**src/rtl/rv32_pkg.sv**
```systemverilog
// rtl/rv32_pkg.sv - shared widths, ALU op encodings and forwarding-select type
package rv32_pkg;

    localparam int DATA_WIDTH = 32;
    localparam int REG_AW     = 5;

    typedef enum logic [2:0] {
        ALU_ADD = 3'b000,
        ALU_SLL = 3'b001,
        ALU_XOR = 3'b100,
        ALU_SRL = 3'b101,
        ALU_OR  = 3'b110,
        ALU_AND = 3'b111
    } alu_ctrl_t;

    typedef enum logic [1:0] {
        FWD_RF,
        FWD_MEMWB,
        FWD_EXMEM
    } fwd_sel_t;

endpackage

```
**src/rtl/forward_unit.sv**
```systemverilog
// rtl/forward_unit.sv - per-source RAW forwarding select and operand mux
module forward_unit
    import rv32_pkg::*;
#(
    parameter int DW = DATA_WIDTH,
    parameter int AW = REG_AW
) (
    input  logic [AW-1:0] rs,
    input  logic [DW-1:0] rf_data,
    input  logic [AW-1:0] exmem_rd,
    input  logic          exmem_RegWrite,
    input  logic [DW-1:0] exmem_ALUout,
    input  logic [AW-1:0] memwb_rd,
    input  logic          memwb_RegWrite,
    input  logic [DW-1:0] memwb_Result,
    output logic [DW-1:0] data
);

    fwd_sel_t sel;

    // Youngest producer wins; x0 always reads the registered regfile value
    always_comb begin
        sel = FWD_RF;
        if (rs != '0 && exmem_RegWrite && exmem_rd == rs) begin
            sel = FWD_EXMEM;
        end else if (rs != '0 && memwb_RegWrite && memwb_rd == rs) begin
            sel = FWD_MEMWB;
        end
    end

    // Operand mux driven by the select above
    always_comb begin
        data = rf_data;
        case (sel)
            FWD_EXMEM: data = exmem_ALUout;
            FWD_MEMWB: data = memwb_Result;
            default:   data = rf_data;
        endcase
    end

endmodule

```
**src/rtl/id_ex_stage.sv**
```systemverilog
// rtl/id_ex_stage.sv - ID/EX pipeline register, hazard stall and forwarding (ID_EX_FORWARD_EN)
module id_ex_stage
    import rv32_pkg::*;
#(
    parameter int DATA_WIDTH = rv32_pkg::DATA_WIDTH,
    parameter int REG_AW     = rv32_pkg::REG_AW
) (
    input  logic                  clk,
    input  logic                  rst,
    input  logic                  id_valid,
    input  logic [REG_AW-1:0]     id_rs1,
    input  logic [REG_AW-1:0]     id_rs2,
    input  logic                  id_use_rs1,
    input  logic                  id_use_rs2,
    input  logic [REG_AW-1:0]     id_rd,
    input  logic [DATA_WIDTH-1:0] id_rd1,
    input  logic [DATA_WIDTH-1:0] id_rd2,
    input  logic [DATA_WIDTH-1:0] id_imm,
    input  logic                  id_ALUsrc,
    input  logic [2:0]            id_ALUctrl,
    input  logic                  id_RegWrite,
    input  logic                  id_MemRead,
    input  logic                  id_MemWrite,
    input  logic                  flush,
    input  logic [REG_AW-1:0]     exmem_rd,
    input  logic                  exmem_RegWrite,
    input  logic [DATA_WIDTH-1:0] exmem_ALUout,
    input  logic [REG_AW-1:0]     memwb_rd,
    input  logic                  memwb_RegWrite,
    input  logic [DATA_WIDTH-1:0] memwb_Result,
    output logic                  stall,
    output logic [DATA_WIDTH-1:0] ALUop1,
    output logic [DATA_WIDTH-1:0] ALUop2,
    output logic [2:0]            ALUctrl,
    output logic [DATA_WIDTH-1:0] ex_StoreData,
    output logic                  ex_valid,
    output logic [REG_AW-1:0]     ex_rd,
    output logic                  ex_RegWrite,
    output logic                  ex_MemRead,
    output logic                  ex_MemWrite
);

    logic [DATA_WIDTH-1:0] ex_rd1;
    logic [DATA_WIDTH-1:0] ex_rd2;
    logic [DATA_WIDTH-1:0] ex_imm;
    logic                  ex_ALUsrc;
    logic [DATA_WIDTH-1:0] op1_fwd;
    logic [DATA_WIDTH-1:0] op2_fwd;
    logic                  hazard;

`ifdef ID_EX_FORWARD_EN
    logic [REG_AW-1:0] ex_rs1;
    logic [REG_AW-1:0] ex_rs2;

    // With forwarding only a load in EX cannot supply its result in time
    always_comb begin
        hazard = ex_MemRead && (ex_rd != '0) && id_valid &&
                 ((id_use_rs1 && id_rs1 == ex_rd) || (id_use_rs2 && id_rs2 == ex_rd));
    end
`else
    logic rs1_busy;
    logic rs2_busy;

    // Without forwarding any in-flight writer of a used source blocks ID
    always_comb begin
        rs1_busy = id_use_rs1 && (id_rs1 != '0) &&
                   ((ex_RegWrite    && ex_rd    == id_rs1) ||
                    (exmem_RegWrite && exmem_rd == id_rs1) ||
                    (memwb_RegWrite && memwb_rd == id_rs1));
        rs2_busy = id_use_rs2 && (id_rs2 != '0) &&
                   ((ex_RegWrite    && ex_rd    == id_rs2) ||
                    (exmem_RegWrite && exmem_rd == id_rs2) ||
                    (memwb_RegWrite && memwb_rd == id_rs2));
        hazard   = id_valid && (rs1_busy || rs2_busy);
    end
`endif

    assign stall = hazard && !flush;

    // EX register: reset, flush and hazard all load a bubble, otherwise capture ID
    always_ff @(posedge clk) begin
        if (rst || flush || hazard) begin
            ex_valid    <= 1'b0;
            ex_rd       <= '0;
            ex_RegWrite <= 1'b0;
            ex_MemRead  <= 1'b0;
            ex_MemWrite <= 1'b0;
            ALUctrl     <= ALU_ADD;
            ex_ALUsrc   <= 1'b0;
            ex_imm      <= '0;
            ex_rd1      <= '0;
            ex_rd2      <= '0;
`ifdef ID_EX_FORWARD_EN
            ex_rs1      <= '0;
            ex_rs2      <= '0;
`endif
        end else begin
            ex_valid    <= id_valid;
            ex_rd       <= id_rd;
            ex_RegWrite <= id_RegWrite;
            ex_MemRead  <= id_MemRead;
            ex_MemWrite <= id_MemWrite;
            ALUctrl     <= id_ALUctrl;
            ex_ALUsrc   <= id_ALUsrc;
            ex_imm      <= id_imm;
            ex_rd1      <= id_rd1;
            ex_rd2      <= id_rd2;
`ifdef ID_EX_FORWARD_EN
            ex_rs1      <= id_rs1;
            ex_rs2      <= id_rs2;
`endif
        end
    end

`ifdef ID_EX_FORWARD_EN
    forward_unit #(.DW(DATA_WIDTH), .AW(REG_AW)) u_fwd_rs1 (
        .rs             (ex_rs1),
        .rf_data        (ex_rd1),
        .exmem_rd       (exmem_rd),
        .exmem_RegWrite (exmem_RegWrite),
        .exmem_ALUout   (exmem_ALUout),
        .memwb_rd       (memwb_rd),
        .memwb_RegWrite (memwb_RegWrite),
        .memwb_Result   (memwb_Result),
        .data           (op1_fwd)
    );

    forward_unit #(.DW(DATA_WIDTH), .AW(REG_AW)) u_fwd_rs2 (
        .rs             (ex_rs2),
        .rf_data        (ex_rd2),
        .exmem_rd       (exmem_rd),
        .exmem_RegWrite (exmem_RegWrite),
        .exmem_ALUout   (exmem_ALUout),
        .memwb_rd       (memwb_rd),
        .memwb_RegWrite (memwb_RegWrite),
        .memwb_Result   (memwb_Result),
        .data           (op2_fwd)
    );
`else
    // Result buses are only consumed by the forwarding muxes
    logic unused_results;
    assign unused_results = ^{exmem_ALUout, memwb_Result};
    assign op1_fwd = ex_rd1;
    assign op2_fwd = ex_rd2;
`endif

    assign ALUop1       = op1_fwd;
    assign ALUop2       = ex_ALUsrc ? ex_imm : op2_fwd;
    assign ex_StoreData = op2_fwd;

endmodule
```
**config.mk**
```make
export PLATFORM = sky130hd
export DESIGN_NAME = id_ex_stage
export DESIGN_NICKNAME = d
export VERILOG_FILES = /design/src/rtl/rv32_pkg.sv /design/src/rtl/forward_unit.sv /design/src/rtl/id_ex_stage.sv
export SDC_FILE = /design/constraint.sdc
export NUM_CORES = 1
export LEC_CHECK = 0
export CAP_MARGIN = 20
export CORE_MARGIN = 5
export CORE_UTILIZATION = 34
export CTS_BUF_LIST = sky130_fd_sc_hd__clkbuf_4 sky130_fd_sc_hd__clkbuf_8 sky130_fd_sc_hd__clkbuf_16
export CTS_CLUSTER_DIAMETER = 50
export DETAILED_ROUTE_END_ITERATION = 8
export GPL_TIMING_DRIVEN = 0
export PLACE_DENSITY = 0.8
export SETUP_SLACK_MARGIN = 0.5
export SYNTH_ARGS = -nofsm -noshare
export SYNTH_HDL_FRONTEND = slang
export SYNTH_SLANG_ARGS = --single-unit
```
**constraint.sdc**
```tcl
create_clock -name clk -period 2.6 [get_ports clk]
set_clock_uncertainty 0.15 [all_clocks]
set_input_delay 0.52 -clock clk [delete_from_list [all_inputs] [get_ports clk]]
set_output_delay 0.52 -clock clk [all_outputs]
set_load 0.02 [all_outputs]
```
# [Word level (Yosys, flattened, before mapping)]
# Cells that the tools add are included.
[totals] ff_bits=109 input_bits=200 output_inout_bits=109 elab_cells=39
[classes] n_eq_ne=6 n_mux=1 n_reduce_logical=22
[ops] op="$mux 32" n=1
[ops] op="$eq 5x5->1" n=6
[ops] op="$logic_and 1x1->1" n=12
[ops] op="$reduce_bool 5->1" n=2
[ops] op="$logic_or 1x1->1" n=7
[ops] op="$logic_not 1->1" n=1

# [Longest topological paths before layout]
# Gate-level depths: netlist of the first run.
[logic_depth] depth_word=8 mapped_depth=8 ltp_nobuf=5

# [Worst setup path after synthesis of the first run]
# Ideal clock, no wire load.
[synth_path] path_type="input-to-output" startpoint="in id_rs1[1]" endpoint="out stall" arrival_ns=1.821 required_ns=1.930 setup_slack_ns=0.109 cell_stages=7 n_path_buf=2 path_cell_list="or4_1 o21a_1 nand2_1 a31oi_1 buf_6 buf_6 o21ba_2"
[synth_via] elab_chain_cells=8 elab_cells_between_ends=14 cone_classes="eq/ne: 3; reduce/logical: 11"
[synth_rtl] item="from (decl)" line="id_ex_stage.sv:11" text="input logic [REG_AW-1:0] id_rs1,"
[synth_rtl] item="$eq 5x5->1 (on tied branches)" line="id_ex_stage.sv:67, id_ex_stage.sv:68"
[synth_rtl] item="$logic_and 1x1->1 (on tied branches)" line="id_ex_stage.sv:67, id_ex_stage.sv:68"
[synth_rtl] item="$logic_or 1x1->1" line="id_ex_stage.sv:67" text="((ex_RegWrite && ex_rd == id_rs1) ||"
[synth_rtl] item="$logic_or 1x1->1" line="id_ex_stage.sv:68" text="(exmem_RegWrite && exmem_rd == id_rs1) ||"
[synth_rtl] item="$logic_and 1x1->1 (*)" line="id_ex_stage.sv:66" text="rs1_busy = id_use_rs1 && (id_rs1 != '0) &&"
[synth_rtl] item="$logic_or 1x1->1 (*)" line="id_ex_stage.sv:74" text="hazard = id_valid && (rs1_busy || rs2_busy);"
[synth_rtl] item="$logic_and 1x1->1 (*)" line="id_ex_stage.sv:74"
[synth_rtl] item="$logic_and 1x1->1 (*)" line="id_ex_stage.sv:78" text="assign stall = hazard && !flush;"
[synth_rtl] item="to (decl)" line="id_ex_stage.sv:31" text="output logic stall,"
# Every way passes the cells marked *; elsewhere a longest branch is shown, timed or not.

# [Worst setup path in the final report of the first run]
# Same ends and word-level chain as after synthesis.

==> flow_summary.yaml, run 1 <==
synth:
  synthArstFlopShare: 0
  ys_types: 18
  net_count_of_the_mapped_netlist: 652
  synth.top_cells.by_area: "sky130_fd_sc_hd__dfxtp_1 53%, sky130_fd_sc_hd__nor3_1 12%, sky130_fd_sc_hd__nand2_1 10%"
  ys_top_cells_by_count: "111 x sky130_fd_sc_hd__nand2_1, 109 x sky130_fd_sc_hd__dfxtp_1, 98 x sky130_fd_sc_hd__nor3_1"
  synth.largest_area_cell: "sky130_fd_sc_hd__dfxtp_1"
  yosys.cell_count.top_type: "sky130_fd_sc_hd__nand2_1"
  yosysSeqAreaShare: 0.526
  yosys_warnings: 0
  dominantRegCellSynth: "sky130_fd_sc_hd__dfxtp_1"
  netlist_instances: 452
  synth.cell_area_mm2: 0.00415
  synth-seq-cells: 109
  synth-edff-count: 0
  yosys.area.top_type_share: 0.526
  syn_avg_cell_area_um2: 9.17
clock_tree:
  worstSkewPairLatency_ns: 0.35
  cts.root.buffer_cell: "sky130_fd_sc_hd__clkbuf_16"
  number_of_cts_inserted_buffers: 9
  tritoncts: "done"
  clock_tree.buffer_depth: 2
  cts.sinks: 109
  path_clk_slew_ns: 0.07
  cts_h_tree_depth: 3
  number_of_hold_repair_buffers_added_at_the_cts_stage: 0
detailed_routing:
  detail_route.iter0.violations: 190
  dr.pass1.iters: 4
  vias: 4174
  postRouteAntennaNets: 0
  finalWirelength_mm: 15.1
  detail_route.drc_violations: 0
  viasPerCell: 4.74
  routed_wire_length_per_instance_um: 17.1
sta:
  hold_slack_ns: 0.472
  finalSetupTns_ns: -0.0963
  finalCritPeriodShare: 1.04
  finalWorstPathRequiredPeriod_ns: 2.70
  slew_violations: 0
  fmax_ghz: 0.371
  final_hold_viol_count: 0
  worst_slack_ns: -0.0963
  worst_slew_margin_rel: 0.691
  tightestPinTransition_ns: 0.464
  setup_violations: 1
  rsz0062_at_grt: "true"
place:
  preCtsSetupSlack_ns: -1.11
  dp_hpwl_mm: 11.1
  port-buffer-count: 244
  gp_congestion: 0.871
final_layout:
  area_growth_syn_to_layout_pct: 88.8
  antenna-diode-count: 0
  nets: 931
  drive_gt1_frac: 0.244
  final_core_util: 0.655
job:
  cap_viol_max_count: 0
floorplanning:
  start_util: 0.347
  floorplan.die_area_mm2: 0.0145
  floorplan.core_area_mm2: 0.0120
  ios: 309
  fp.dieH_um: 120
  floorplan.rows: 40
  die_w_um: 120
critical_path:
  crit_path_max_incr_delay_ns: 0.51
  critical_path.cell_chain: "buf_8 > or4_4 > o21a_1 > nand2_1 > a31oi_1 > buf_6 > buf_8 > o21ba_4 > buf_6"
  path_buf_inv: 4
  critPathTopFamily: "simple AND/OR/NAND/NOR gates"
  critical_path_arrival_ns: 2.03
  crit_path_max_fanout: 4
  worst-endpoint-required_ns: 1.93
  timing.critical_path.from_type: "input pin"
  worstSetupPathType: "input pin to output port"
  cp_slowest_cell: "sky130_fd_sc_hd__or4_4"
  crit_path_end_kind: "output port"
pwr:
  power_density_over_the_cells_mw_per_mm2: 507
  vdd_drop_max_mv: 0.353
  power.static_leakage_uw: 0.00334
global_route:
  grt_first_pass_wirelength_mm: 22.6
  number_of_antenna_violations_at_the_first_check_in_global_routing: 0
  number_of_global_route_vias_before_repair: 4385
  grt_max_degree: 17
  grt_overflow_total: 0
  globalRouteTotalUtil: 0.201
outcome:
  failed_checks: "setup timing"
  outcome: "finished, violations left"
worst_hold_path:
  timing.hold.worst.class: "input pin to register"
[logic make-up after synthesis]
family,Yosys count,synth area share
muxes,32,0.0869
buffers and inverters,39,0.0462
DFF,109,0.526
AOI/OAI and AO/OA,6,0.0112
and+or+nand+nor,236,0.266
xor gates and xnor gates,30,0.0634
[worst min-delay path: cells and delay by family]
family | cells | cell delay [ns]
buf+inv | 1 | 0.08
compound gates | 2 | 0.22
simple gates | 1 | 0.10
[placed cells by master, fill, tap and decap left out, types with 3 or more instances in the layout]
master,Yosys,final
sky130_fd_sc_hd__buf_8,0,9
sky130_fd_sc_hd__clkdlybuf4s50_1,0,189
sky130_fd_sc_hd__xnor2_1,6,6
sky130_fd_sc_hd__clkbuf_16,0,9
sky130_fd_sc_hd__nor3_1,98,87
sky130_fd_sc_hd__clkbuf_8,0,6
sky130_fd_sc_hd__buf_2,0,4
sky130_fd_sc_hd__buf_16,0,3
sky130_fd_sc_hd__clkbuf_1,30,9
sky130_fd_sc_hd__dfxtp_2,0,3
sky130_fd_sc_hd__dfxtp_1,109,106
sky130_fd_sc_hd__nor4_1,6,3
sky130_fd_sc_hd__nand2_1,111,111
sky130_fd_sc_hd__buf_12,0,7
sky130_fd_sc_hd__clkdlybuf4s15_1,0,3
sky130_fd_sc_hd__xor2_1,24,23
sky130_fd_sc_hd__buf_6,6,46
sky130_fd_sc_hd__mux2_4,0,32
sky130_fd_sc_hd__nor3_2,10,20
sky130_fd_sc_hd__buf_4,0,19
sky130_fd_sc_hd__nor4_2,0,3
sky130_fd_sc_hd__clkbuf_2,0,7
sky130_fd_sc_hd__nand3_1,8,8
[registers in the layout, summed over array words and instances (netlist names)]
register / flops
ALUop1: 32
ex_StoreData: 32
ex_imm: 32
ex_rd: 5
ALUctrl: 3
ex_ALUsrc: 1
ex_MemRead: 1
ex_MemWrite: 1
ex_RegWrite: 1
ex_valid: 1
[where the power goes]
part           leakage (µW)  switching [µW]  internal [µW]
combinational       0.00230             318            445
clock              0.000143             603            830
sequential         0.000896            30.4           1740
total               0.00334             952           3020
[cell type report]
| type | instances | area (µm²) |
|---|---|---|
| clock inverter | 4 | 76.3 |
| timing repair buffer | 268 | 2780 |
| clock buffer | 9 | 225 |
| tap | 147 | 184 |
| sequential | 109 | 2190 |
| buffer | 39 | 385 |
| fill | 918 | 4130 |
| multi-input combinational | 304 | 2000 |
[path summary, 6_finish.rpt]
check / to / slack, ns / depth (start not counted) / from
worst max register to register: ALUop1[18]$_SDFF_PP0_ / 0.57 / 8 / ex_rd[3]$_SDFF_PP0_
worst min-delay path: ex_valid$_SDFF_PP0_ / 0.47 / 4 / id_rs2[2]
worst min register to register: ex_valid$_SDFF_PP0_ / 0.53 / 3 / ex_RegWrite$_SDFF_PP0_
worst max-delay path: stall / -0.1 / 9 / id_rs1[1]
[stage by stage]
step           power (µW)  area, µm²  std cells
6_report             3970       7830        880
5_1_grt              4110       7830        880
4_1_cts              3990       7660        873
3_5_place_dp         2480       6780        843
3_3_place_gp         2470       6780        843
2_1_floorplan        2060       4150        452
[routing by layer]
| layer | vias up | GRT usage | share of wire |
|---|---|---|---|
| li1 | 2066 | - | - |
| met5 | - | 0 | 0 |
| met1 | 1880 | 0.211 | 0.37 |
| met4 | 0 | 0.0829 | 0.026 |
| met2 | 196 | 0.357 | 0.50 |
| met3 | 32 | 0.0781 | 0.10 |
[timing repair]
item | CTS | global route
setup buffers | 14 | 7
cloned | 3 | 0
setup endpoints to repair | 142 | 135
resized for setup | 359 | 65
pin swaps | 17 | 18
hold endpoints to repair | 0 | 0
No activity file was read; power rests on OpenSTA's default activity.
==> run 2: changes to the inputs <==
--- a/config.mk
+++ b/config.mk
@@ -14,6 +14,8 @@
 export GPL_TIMING_DRIVEN = 0
 export PLACE_DENSITY = 0.8
 export SETUP_SLACK_MARGIN = 0.5
+export SKIP_LAST_GASP = 1
 export SYNTH_ARGS = -nofsm -noshare
 export SYNTH_HDL_FRONTEND = slang
+export SYNTH_HIERARCHICAL = 1
 export SYNTH_SLANG_ARGS = --single-unit
==> run 2 against run 1 <==
The run still ends with setup timing left. Clock-buffer cell count unchanged. Clock power is essentially flat. Hold slack better by 0.00093 ns. Combinational power is essentially flat. Cell count did not move. Via count rose by 0.74%. Die area is the same. Sequential power about the same. Largest cell class unchanged. Highest routed layer unchanged.
==> flow_summary.yaml, run 2 <==
critical_path:
  critical_path.cell_chain: "buf_8 > or4_4 > o21a_1 > nand2_1 > a31oi_1 > buf_6 > buf_8 > o21ba_4 > buf_6"
  worst_r2r_path_depth: 8
  crit_path_max_fanout: 4
  cp_slowest_cell: "sky130_fd_sc_hd__or4_4"
  crit_path_max_incr_delay_ns: 0.52
  crit_path_end_kind: "output port"
  critPathTopFamily: "simple AND/OR/NAND/NOR gates"
  worstSetupPathType: "input pin to output port"
  timing.critical_path.from_type: "input pin"
  critical_path_arrival_ns: 2.03
  path_buf_inv: 4
  worst-endpoint-required_ns: 1.93
  path_depth: 9
synth:
  ys_top_cells_by_count: "111 x sky130_fd_sc_hd__nand2_1, 109 x sky130_fd_sc_hd__dfxtp_1, 98 x sky130_fd_sc_hd__nor3_1"
  synth.top_cells.by_area: "sky130_fd_sc_hd__dfxtp_1 53%, sky130_fd_sc_hd__nor3_1 12%, sky130_fd_sc_hd__nand2_1 10%"
  synth-edff-count: 0
  synthArstFlopShare: 0
  yosys.cell_count.top_type: "sky130_fd_sc_hd__nand2_1"
  yosys.area.top_type_share: 0.526
  yosysSeqAreaShare: 0.526
  netlist_instances: 452
  net_count_of_the_mapped_netlist: 652
  synth-seq-cells: 109
  dominantRegCellSynth: "sky130_fd_sc_hd__dfxtp_1"
  yosys_warnings: 6
  ys_types: 18
  synth.cell_area_mm2: 0.00415
  synth.largest_area_cell: "sky130_fd_sc_hd__dfxtp_1"
  syn_avg_cell_area_um2: 9.17
global_route:
  grt_first_pass_wirelength_mm: 22.5
  number_of_global_route_vias_before_repair: 4370
  globalRouteTotalUtil: 0.200
  number_of_antenna_violations_at_the_first_check_in_global_routing: 0
  grt_max_degree: 17
  grt_overflow_total: 0
floorplanning:
  start_util: 0.347
  floorplan.rows: 40
  floorplan.core_area_mm2: 0.0120
  ios: 309
  floorplan.die_area_mm2: 0.0145
  fp.dieH_um: 120
  die_w_um: 120
place:
  dp_hpwl_mm: 11.1
  post_placement_cell_area_mm2: 0.00678
  port-buffer-count: 244
  gp_congestion: 0.871
detailed_routing:
  finalWirelength_mm: 15.2
  dr.pass1.iters: 4
  postRouteAntennaNets: 0
  viasPerCell: 4.78
  detail_route.iter0.violations: 216
  vias: 4205
  routed_wire_length_per_instance_um: 17.2
  detail_route.drc_violations: 0
worst_hold_path:
  min_path_cells: 4
  timing.hold.worst.class: "input pin to register"
pwr:
  power.static_leakage_uw: 0.00335
  power_density_over_the_cells_mw_per_mm2: 507
  vdd_drop_max_mv: 0.350
clock_tree:
  tritoncts: "done"
  cts.root.buffer_cell: "sky130_fd_sc_hd__clkbuf_16"
  worstSkewPairLatency_ns: 0.35
  clock_tree.buffer_depth: 2
  cts_h_tree_depth: 3
  cts.sinks: 109
  path_clk_slew_ns: 0.06
  number_of_cts_inserted_buffers: 9
final_layout:
  antenna-diode-count: 0
  stdcell_area_mm2: 0.00784
  final_cell_mix: "190 x sky130_fd_sc_hd__clkdlybuf4s50_1, 111 x sky130_fd_sc_hd__nand2_1, 106 x sky130_fd_sc_hd__dfxtp_1"
  area_growth_syn_to_layout_pct: 89.0
  nets: 931
  final.fill_count: 916
  drive_gt1_frac: 0.246
  layout.cells.most_common: "sky130_fd_sc_hd__clkdlybuf4s50_1"
sta:
  tightestPinTransition_ns: 0.479
  rsz0062_at_grt: "true"
  finalWorstPathRequiredPeriod_ns: 2.70
  setup_violations: 1
  finalSetupTns_ns: -0.104
  worst_slack_ns: -0.104
  slew_violations: 0
  fmax_ghz: 0.370
  final_hold_viol_count: 0
  finalCritPeriodShare: 1.04
  worst_slew_margin_rel: 0.681
outcome:
  outcome: "finished, violations left"
  failed_checks: "setup timing"
job:
  cap_viol_max_count: 0
[run 2: cell counts after synthesis]
No cell type changed its count.
[run 2: worst register-to-register path, cell delays in order, from the launching register on]
cell	delay, ns
sky130_fd_sc_hd__dfxtp_1	0.34
sky130_fd_sc_hd__xor2_1	0.15
sky130_fd_sc_hd__nor4_1	0.27
sky130_fd_sc_hd__nand3_1	0.14
sky130_fd_sc_hd__a31oi_1	0.23
sky130_fd_sc_hd__buf_6	0.14
sky130_fd_sc_hd__buf_6	0.16
sky130_fd_sc_hd__buf_2	0.23
sky130_fd_sc_hd__nor3_1	0.09
[run 2: through the flow]
step                cells  setup WS (ns)  hold WS, ns  power (µW)   util
floorplan             452          0.124        0.488        2060      -
global placement      843          -1.05        0.509        2470  0.567
detailed placement    843          -1.11        0.531        2480  0.567
CTS                   873        -0.0988        0.478        3970  0.631
global route          880         -0.136        0.483        4110  0.655
finish                880         -0.104        0.473        3970  0.655
[run 2: area by class of cell]
cell class	count	area [µm²]	area share
repair buffers	268	2780	0.355
clock buffers	9	225	0.0287
multi-input cells	304	2000	0.256
clock inverters	4	76.3	0.00974
well taps	147	184	0.0235
plain buffers	39	382	0.0487
flip-flops and latches	109	2190	0.279
[run 2: logic make-up after synthesis]
logic type / Yosys count / synth area share
buffers and inverters: 39 / 0.0462
and+or+nand+nor: 236 / 0.266
DFF: 109 / 0.526
muxes: 32 / 0.0869
xor gates and xnor gates: 30 / 0.0634
AOI/OAI and AO/OA: 6 / 0.0112
[run 2: path summary, 6_finish.rpt]
| check | slack (ns) | end | from |
|---|---|---|---|
| max | -0.10 | stall | id_rs1[1] |
| min | 0.47 | ex_valid$_SDFF_PP0_ | id_rs2[2] |
| max reg2reg | 0.59 | ALUop1[18]$_SDFF_PP0_ | ex_rd[3]$_SDFF_PP0_ |
| min reg2reg | 0.53 | ex_valid$_SDFF_PP0_ | ex_RegWrite$_SDFF_PP0_ |
[run 2: repair_timing]
action	in CTS	in global routing
setup buffers	14	7
hold buffers	0	0
pin swaps	17	18
setup endpoints to repair	142	135
gates cloned	3	0
resized for setup	326	99
[run 2: metal layers]
layer,track usage,up-vias,routed length (µm)
met2,0.354,201,7570
met1,0.211,1904,5580
met4,0.0836,0,403
met5,0,-,0
li1,-,2069,-
met3,0.0790,31,1610
[run 2: power breakdown]
part           internal [µW]  total [µW]  switching (µW)
combinational            445         764             319
clock                    830        1430             605
sequential              1740        1770            30.3
total                   3020        3970             954
